### src/rtl/bcd_entry_buffer_pkg.sv
// ---------------------------------------------------------------------------
// bcd_entry_buffer_pkg
// Shared definitions for the keypad entry buffer: display slot codes, the
// entry state type and a helper that sizes counters.
// No ports (package).
// ---------------------------------------------------------------------------
package bcd_entry_buffer_pkg;

    localparam logic [3:0] BLANK      = 4'hF;
    localparam logic [3:0] DP_CODE    = 4'hE;
    localparam logic [3:0] MINUS_CODE = 4'hD;

    typedef enum logic [1:0] {
        EMPTY = 2'd0,
        INT   = 2'd1,
        FRAC  = 2'd2,
        HOLD  = 2'd3
    } entry_state_t;

    // Bits needed to hold a count from 0 up to and including n.
    function automatic int cnt_w(input int n);
        return (n < 1) ? 1 : $clog2(n + 1);
    endfunction

endpackage

### src/rtl/bcd_entry_buffer_if.sv
// ---------------------------------------------------------------------------
// bcd_entry_buffer_if
// Keypad strobes, display bus and ALU operand handshake for the entry buffer.
//   master : keypad decoder / ALU side (drives strobes, digit, out_ready)
//   slave  : entry buffer (drives bcdreg, operand, out_valid, pulses)
// Optional sign entry (neg / out_neg) exists only when SIGN_ENTRY_EN is
// defined.
// ---------------------------------------------------------------------------
interface bcd_entry_buffer_if #(
    parameter int NUM_DIGITS = 8,
    parameter int MAX_FRAC   = 2
) ();

    localparam int FW = bcd_entry_buffer_pkg::cnt_w(MAX_FRAC);

    logic [3:0]              digit;
    logic                    load;
    logic                    dp;
    logic                    bksp;
    logic                    clear;
    logic                    commit;
`ifdef SIGN_ENTRY_EN
    logic                    neg;
    logic                    out_neg;
`endif
    logic [4*NUM_DIGITS-1:0] bcdreg;
    logic [4*NUM_DIGITS-1:0] out_value;
    logic [FW-1:0]           out_frac;
    logic                    out_valid;
    logic                    out_ready;
    logic                    overflow;
    logic                    bad_digit;

    modport master (
        output digit, load, dp, bksp, clear, commit, out_ready,
`ifdef SIGN_ENTRY_EN
        output neg,
        input  out_neg,
`endif
        input  bcdreg, out_value, out_frac, out_valid, overflow, bad_digit
    );

    modport slave (
        input  digit, load, dp, bksp, clear, commit, out_ready,
`ifdef SIGN_ENTRY_EN
        input  neg,
        output out_neg,
`endif
        output bcdreg, out_value, out_frac, out_valid, overflow, bad_digit
    );

endinterface

### src/rtl/bcd_entry_buffer_pack.sv
// ---------------------------------------------------------------------------
// bcd_pack
// Combinational operand packer. Drops every non-digit slot (DP, blank,
// minus) and right-justifies the remaining digits, zero-filling the top.
//   slots        in   4*NUM_DIGITS  display slots, slot 0 rightmost
//   packed_value out  4*NUM_DIGITS  packed BCD digits, no DP
// ---------------------------------------------------------------------------
module bcd_pack #(
    parameter int NUM_DIGITS = 8
) (
    input  logic [4*NUM_DIGITS-1:0] slots,
    output logic [4*NUM_DIGITS-1:0] packed_value
);

    always_comb begin
        int unsigned pos;
        packed_value = '0;
        pos          = 0;
        // pos never exceeds i, so the write index always stays in range.
        for (int i = 0; i < NUM_DIGITS; i++) begin
            if (slots[4*i +: 4] <= 4'd9) begin
                packed_value[4*pos +: 4] = slots[4*i +: 4];
                pos = pos + 1;
            end
        end
    end

endmodule

### src/rtl/bcd_entry_buffer.sv
// ---------------------------------------------------------------------------
// bcd_entry_buffer
// Keypad numeric entry buffer: accumulates right-justified BCD digits with
// decimal point, backspace, clear and capacity limits, drives the display,
// and hands a DP-free operand to the ALU over a valid/ready handshake.
//   clock  in   rising-edge clock
//   reset  in   asynchronous, active-high
//   bus    slave modport of bcd_entry_buffer_if (strobes, display, operand)
// Optional feature: define SIGN_ENTRY_EN to add neg / out_neg sign entry.
// ---------------------------------------------------------------------------
module bcd_entry_buffer
    import bcd_entry_buffer_pkg::*;
#(
    parameter int NUM_DIGITS = 8,
    parameter int MAX_FRAC   = 2
) (
    input  logic              clock,
    input  logic              reset,
    bcd_entry_buffer_if.slave bus
);

    localparam int              SW        = cnt_w(NUM_DIGITS);
    localparam int              FW        = cnt_w(MAX_FRAC);
    localparam int              BW        = 4 * NUM_DIGITS;
    localparam logic [SW-1:0]   N_SW      = SW'(NUM_DIGITS);
    localparam logic [SW-1:0]   ONE_S     = SW'(1);
    localparam logic [SW-1:0]   TWO_S     = SW'(2);
    localparam logic [FW-1:0]   MAXF      = FW'(MAX_FRAC);
    localparam logic [FW-1:0]   ONE_F     = FW'(1);
    localparam logic [BW-1:0]   ALL_BLANK = {NUM_DIGITS{BLANK}};

    // body holds digits and DP only; the minus sign is overlaid on output.
    entry_state_t  state_reg,  state_next;
    logic [BW-1:0] body_reg,   body_next;
    logic [SW-1:0] nslots_reg, nslots_next;
    logic [FW-1:0] frac_reg,   frac_next;
    logic [BW-1:0] value_reg,  value_next;
    logic [FW-1:0] ofrac_reg,  ofrac_next;
    logic          valid_reg,  valid_next;
    logic          ovf_reg,    ovf_next;
    logic          bad_reg,    bad_next;
`ifdef SIGN_ENTRY_EN
    logic          neg_reg,    neg_next;
    logic          oneg_reg,   oneg_next;
`endif

    logic          sign_on;
    logic [SW-1:0] cap;
    logic [BW-1:0] pack_value;
    logic          to_empty;

`ifdef SIGN_ENTRY_EN
    assign sign_on = neg_reg;
`else
    assign sign_on = 1'b0;
`endif

    // A shown minus occupies one display slot.
    assign cap = N_SW - SW'(sign_on);

    bcd_pack #(.NUM_DIGITS(NUM_DIGITS)) u_pack (
        .slots        (body_reg),
        .packed_value (pack_value)
    );

    // State register
    always_ff @(posedge clock or posedge reset) begin
        if (reset) begin
            state_reg  <= EMPTY;
            body_reg   <= ALL_BLANK;
            nslots_reg <= '0;
            frac_reg   <= '0;
            value_reg  <= '0;
            ofrac_reg  <= '0;
            valid_reg  <= 1'b0;
            ovf_reg    <= 1'b0;
            bad_reg    <= 1'b0;
`ifdef SIGN_ENTRY_EN
            neg_reg    <= 1'b0;
            oneg_reg   <= 1'b0;
`endif
        end else begin
            state_reg  <= state_next;
            body_reg   <= body_next;
            nslots_reg <= nslots_next;
            frac_reg   <= frac_next;
            value_reg  <= value_next;
            ofrac_reg  <= ofrac_next;
            valid_reg  <= valid_next;
            ovf_reg    <= ovf_next;
            bad_reg    <= bad_next;
`ifdef SIGN_ENTRY_EN
            neg_reg    <= neg_next;
            oneg_reg   <= oneg_next;
`endif
        end
    end

    // Next-state logic: clear > (HOLD handshake) > bksp > dp > neg > load > commit
    always_comb begin
        state_next  = state_reg;
        body_next   = body_reg;
        nslots_next = nslots_reg;
        frac_next   = frac_reg;
        value_next  = value_reg;
        ofrac_next  = ofrac_reg;
        valid_next  = valid_reg;
        ovf_next    = 1'b0;
        bad_next    = 1'b0;
        to_empty    = 1'b0;
`ifdef SIGN_ENTRY_EN
        neg_next    = neg_reg;
        oneg_next   = oneg_reg;
`endif
        if (bus.clear) begin
            to_empty   = 1'b1;
            valid_next = 1'b0;
        end else if (state_reg == HOLD) begin
            if (valid_reg && bus.out_ready) begin
                to_empty   = 1'b1;
                valid_next = 1'b0;
            end
        end else if (bus.bksp) begin
            if (state_reg != EMPTY) begin
                body_next   = {BLANK, body_reg[BW-1:4]};
                nslots_next = nslots_reg - ONE_S;
                if (body_reg[3:0] == DP_CODE) begin
                    state_next = INT;
                end else if (state_reg == FRAC) begin
                    frac_next = frac_reg - ONE_F;
                end
                if (nslots_reg == ONE_S) begin
                    to_empty = 1'b1;
                end
            end
        end else if (bus.dp) begin
            if (state_reg == EMPTY) begin
                body_next   = {{(NUM_DIGITS-2){BLANK}}, 4'h0, DP_CODE};
                nslots_next = TWO_S;
                frac_next   = '0;
                state_next  = FRAC;
            end else if (state_reg == INT) begin
                // Leave room for at least one fractional digit after the DP.
                if (nslots_reg <= cap - TWO_S) begin
                    body_next   = {body_reg[BW-5:0], DP_CODE};
                    nslots_next = nslots_reg + ONE_S;
                    frac_next   = '0;
                    state_next  = FRAC;
                end else begin
                    ovf_next = 1'b1;
                end
            end
        end
`ifdef SIGN_ENTRY_EN
        else if (bus.neg) begin
            if (state_reg != EMPTY) begin
                if (neg_reg) begin
                    neg_next = 1'b0;
                end else if (nslots_reg < N_SW) begin
                    neg_next = 1'b1;
                end else begin
                    ovf_next = 1'b1;
                end
            end
        end
`endif
        else if (bus.load) begin
            if (bus.digit > 4'd9) begin
                bad_next = 1'b1;
            end else if (state_reg == EMPTY) begin
                body_next   = {ALL_BLANK[BW-1:4], bus.digit};
                nslots_next = ONE_S;
                state_next  = INT;
            end else if (state_reg == INT) begin
                if (nslots_reg == ONE_S && body_reg[3:0] == 4'h0) begin
                    body_next[3:0] = bus.digit;  // no leading zeros
                end else if (nslots_reg < cap) begin
                    body_next   = {body_reg[BW-5:0], bus.digit};
                    nslots_next = nslots_reg + ONE_S;
                end else begin
                    ovf_next = 1'b1;
                end
            end else begin
                if (frac_reg < MAXF && nslots_reg < cap) begin
                    body_next   = {body_reg[BW-5:0], bus.digit};
                    nslots_next = nslots_reg + ONE_S;
                    frac_next   = frac_reg + ONE_F;
                end else begin
                    ovf_next = 1'b1;
                end
            end
        end else if (bus.commit) begin
            value_next = pack_value;
            ofrac_next = frac_reg;
            valid_next = 1'b1;
            state_next = HOLD;
`ifdef SIGN_ENTRY_EN
            oneg_next  = neg_reg;
`endif
        end

        if (to_empty) begin
            body_next   = ALL_BLANK;
            nslots_next = '0;
            frac_next   = '0;
            state_next  = EMPTY;
`ifdef SIGN_ENTRY_EN
            neg_next    = 1'b0;
`endif
        end
    end

    // Output logic: display with the minus overlaid left of the leftmost slot.
    for (genvar gi = 0; gi < NUM_DIGITS; gi++) begin : g_slot
        assign bus.bcdreg[4*gi +: 4] = (sign_on && nslots_reg == SW'(gi)) ? MINUS_CODE
                                                                           : body_reg[4*gi +: 4];
    end

    assign bus.out_value = value_reg;
    assign bus.out_frac  = ofrac_reg;
    assign bus.out_valid = valid_reg;
    assign bus.overflow  = ovf_reg;
    assign bus.bad_digit = bad_reg;
`ifdef SIGN_ENTRY_EN
    assign bus.out_neg   = oneg_reg;
`endif

endmodule

### src/flat_wrapper.sv
// flat-port wrapper written by rule: the top's interface ports become plain ports
module bcd_entry_buffer_flat import bcd_entry_buffer_pkg::*;
#(
    parameter int NUM_DIGITS = 8,
    parameter int MAX_FRAC   = 2
)
  (clock, reset, bus_digit, bus_load, bus_dp, bus_bksp, bus_clear, bus_commit, bus_out_ready, bus_bcdreg, bus_out_value, bus_out_frac, bus_out_valid, bus_overflow, bus_bad_digit);
  bcd_entry_buffer_if #(.NUM_DIGITS(NUM_DIGITS), .MAX_FRAC(MAX_FRAC)) bus_i ();
  input  logic clock;
  input  logic reset;
  input wire logic [$bits(bus_i.digit)-1:0] bus_digit;
  input wire logic [$bits(bus_i.load)-1:0] bus_load;
  input wire logic [$bits(bus_i.dp)-1:0] bus_dp;
  input wire logic [$bits(bus_i.bksp)-1:0] bus_bksp;
  input wire logic [$bits(bus_i.clear)-1:0] bus_clear;
  input wire logic [$bits(bus_i.commit)-1:0] bus_commit;
  input wire logic [$bits(bus_i.out_ready)-1:0] bus_out_ready;
  output wire logic [$bits(bus_i.bcdreg)-1:0] bus_bcdreg;
  output wire logic [$bits(bus_i.out_value)-1:0] bus_out_value;
  output wire logic [$bits(bus_i.out_frac)-1:0] bus_out_frac;
  output wire logic [$bits(bus_i.out_valid)-1:0] bus_out_valid;
  output wire logic [$bits(bus_i.overflow)-1:0] bus_overflow;
  output wire logic [$bits(bus_i.bad_digit)-1:0] bus_bad_digit;
  assign bus_i.digit = bus_digit;
  assign bus_i.load = bus_load;
  assign bus_i.dp = bus_dp;
  assign bus_i.bksp = bus_bksp;
  assign bus_i.clear = bus_clear;
  assign bus_i.commit = bus_commit;
  assign bus_i.out_ready = bus_out_ready;
  assign bus_bcdreg = bus_i.bcdreg;
  assign bus_out_value = bus_i.out_value;
  assign bus_out_frac = bus_i.out_frac;
  assign bus_out_valid = bus_i.out_valid;
  assign bus_overflow = bus_i.overflow;
  assign bus_bad_digit = bus_i.bad_digit;
  bcd_entry_buffer #(.NUM_DIGITS(NUM_DIGITS), .MAX_FRAC(MAX_FRAC)) u_core (.clock(clock), .reset(reset), .bus(bus_i));
endmodule
### config.mk
export PLATFORM = sky130hd
export DESIGN_NAME = bcd_entry_buffer_flat
export DESIGN_NICKNAME = d
export VERILOG_FILES = /design/src/rtl/bcd_entry_buffer_pkg.sv /design/src/rtl/bcd_entry_buffer_if.sv /design/src/rtl/bcd_entry_buffer_pack.sv /design/src/rtl/bcd_entry_buffer.sv /design/src/flat_wrapper.sv
export SDC_FILE = /design/constraint.sdc
export NUM_CORES = 1
export LEC_CHECK = 0
export CORE_MARGIN = 10
export CORE_UTILIZATION = 40
export DETAILED_ROUTE_END_ITERATION = 8
export PLACE_DENSITY_LB_ADDON = 0.15
export SETUP_SLACK_MARGIN = 0.02
export SKIP_LAST_GASP = 1
export SYNTH_ARGS = -nofsm -noshare
export SYNTH_HDL_FRONTEND = slang
export SYNTH_HIERARCHICAL = 1
export SYNTH_SLANG_ARGS = --single-unit
### constraint.sdc
create_clock -name clock -period 8.2 [get_ports clock]
set_input_delay 2.05 -clock clock [delete_from_list [all_inputs] [get_ports clock]]
set_output_delay 2.05 -clock clock [all_outputs]
set_load 0.005 [all_outputs]
==> reports/metrics.yaml <==
status: "finished, final reports clean"
postCtsHoldBufs: 0
slowest_delay_ns: 0.68
setup_violations: 0
pwr-share-comb: 0.496
arrival_ns: 7.64
num_vias: 7459
crit_top_cell: "ha_1"
ant_nets: 0
synth-simple-area-share: 0.219
root_buffer: "clkbuf_16"
ys_top_cells_by_area: "dfrtp_1, dfstp_2, mux2_2, mux2i_1, nor2_1"
hold_viol: 0
via_per_inst: 6.15
synth_seq_cells: 77
yosysSeqAreaShare: 0.255
fin_crit_sh: 0.905
drt_iter0_markers: 903
cts-resized-gates: 0
synth_enable_flop_cells: 0
start_util: 0.409
diodes: 0
clock_latency_ns: 0.34
first_pass_iters: 6
syn-cell-area_sq_mm: 0.00771
clk_pin_slew_ns: 0.06
fin_worst_skew_ns: 0.00965
rsz0062_at_grt: "no"
slew_headroom: 0.281
cp.required_ns: 8.42
rows: 50
grt_pass1_vias: 7048
die-area_sq_mm: 0.0252
dieWidth_um: 159
drc: 0
cts_tree: "built"
clock_sinks: 77
crit_slowest_cell: "or4b_1"
synth-xor-area-share: 0.0244
synth_mux_area_frac: 0.162
crit_fanout: 11
intPower_w: 0.00100
yosys_warnings: 6
nFillCells: 1835
synth_top_area_frac: 0.146
power_switching_share: 0.433
synth_compound_area_frac: 0.233
cts-htree-levels: 3
cellPowerDensity_mw_per_mm2: 199
drv_slew: 0
setup.worst_path.start_class: "flop"
grt_pass1_wl_mm: 41.0
io_pins: 81
yosysTopAreaCell: "dfrtp_1"
wire_per_inst_um: 21.4
avgSynthCellArea_sq_um: 8.45
port_buffers: 80
antenna_found_initial: 0
dp_hpwl_mm: 18.9
drive_gt1_frac: 0.172
maxClockFrequency_ghz: 0.135
grt-ovfl-total: 0
die_h_um: 159
grt_max_degree: 73
cts.path.max_buffers: 2
synth_top_family_by_area: "compound AO/OA/AOI/OAI gates"
p_switching_w: 0.000766
worst_pin_slew_ns: 1.08
seqPwrFrac: 0.283
cts_setup_buffers: 0
nNetsFinal: 981
pwr-share-clk: 0.222
gp_congestion: 0.967
cellLeakagePower_nw: 3.74
synthArstFlopShare: 1.00
fin_crit_ns: 7.42
synth_fa_ha_area_frac: 0.0380
register_area_sq_mm: 0.00197
power_w: 0.00177
core_area_sq_mm: 0.0188
area_growth_pct: 15.1
crit_type: "reg2reg"
synth.most_common_cell: "nor2_1"
ir_worst_vdd_mv: 0.138
synthDistinctLibCells: 96
multi_input_area_sq_mm: 0.00523
timing.hold.ws_ns: 0.502
grtUsageTotal: 0.196
setup_tns_ns: 0
drt-total-wl_mm: 25.9
synth_commonest_cells: "nor2_1, mux2_2, nand2_1"
ys.flop_type: "dfrtp_1"
endpoint_kind: "flop"
cap_violations: 0
syn_inst: 912
worstHoldPathType: "reg2reg"
numCtsBuffers: 9
[through the flow]
stage          cells   util  setup slack, ns  area, sq um
6_report        1212  0.471            0.783         8870
5_1_grt         1212  0.471            0.148         8870
4_1_cts         1212  0.471            0.748         8870
3_5_place_dp    1196  0.456            0.793         8580
3_3_place_gp    1196  0.456             1.02         8580
2_1_floorplan    913      -             1.26         7710
[layer usage]
metal / track usage / vias to the layer above / share of wire
met3: 0.0387 / 28 / 0.074
met4: 0.0485 / 0 / 0.013
met5: 0 / - / 0
met1: 0.284 / 3616 / 0.48
li1: - / 3506 / -
met2: 0.290 / 309 / 0.43
[placed cells by master, fill, tap and decap left out, types with 34 or more instances in the layout]
cell type,Yosys,routed
a31oi_1,34,34
clkdlybuf4s50_1,0,80
dfrtp_1,45,45
inv_1,46,45
mux2_2,60,60
mux2i_1,50,50
nand2_1,60,60
nand3_1,36,36
nor2_1,79,79
o21ai_0,35,34
[power groups by stage]
| stage | registers, W | logic (W) | clock network [W] |
|---|---|---|---|
| 2_1_floorplan | 0.000469 | 0.000663 | 0 |
| 3_3_place_gp | 0.000501 | 0.000854 | 0 |
| 3_5_place_dp | 0.000503 | 0.000853 | 0 |
| 4_1_cts | 0.000498 | 0.000858 | 0.000399 |
| 5_1_grt | 0.000508 | 0.000962 | 0.000417 |
| 6_report | 0.000499 | 0.000876 | 0.000391 |
[final timing paths]
path | start | slack (ns) | cells after the start | to
min in group asynchronous | reset | 1.89 | 2 | u_core/bus.out_value[31]
worst max-delay path | u_core/bus.bcdreg[1] | 0.78 | 30 | u_core/bus.out_value[10]
worst min-delay path | u_core/bus.out_value[31] | 0.50 | 1 | u_core/bus.out_value[31]
worst max register to register | u_core/bus.bcdreg[1] | 0.78 | 30 | u_core/bus.out_value[10]
max in group asynchronous | reset | 5.21 | 3 | u_core/nslots_reg[2]
worst min register to register | u_core/bus.out_value[31] | 0.50 | 1 | u_core/bus.out_value[31]
[layout make-up]
| class | count | share of cell area |
|---|---|---|
| multi-input combinational | 720 | 0.589 |
| sequential | 77 | 0.222 |
| timing repair buffer | 90 | 0.0987 |
| tap | 260 | 0.0367 |
| clock buffer | 9 | 0.0254 |
| inverter | 49 | 0.0209 |
| clock inverter | 7 | 0.00747 |
[kinds of logic (layout without fill, tap and decap cells)]
logic type	Yosys count	in the layout
mux	115	115
compound gates	247	247
buf+inv	116	155
fa+ha+maj	23	23
flops	77	77
other cells	1	2
xor+xnor	15	15
simple gates	318	318
[critical path: cells and delay by family (launching register included)]
family / cells / cell delay [ns]
adders and majority gates: 7 / 2.60
and+or+nand+nor: 10 / 2.20
AOI/OAI and AO/OA: 7 / 1.33
buffers and inverters: 5 / 0.48
DFF: 1 / 0.41
muxes: 1 / 0.27
Power figures use the tool's default switching activity.
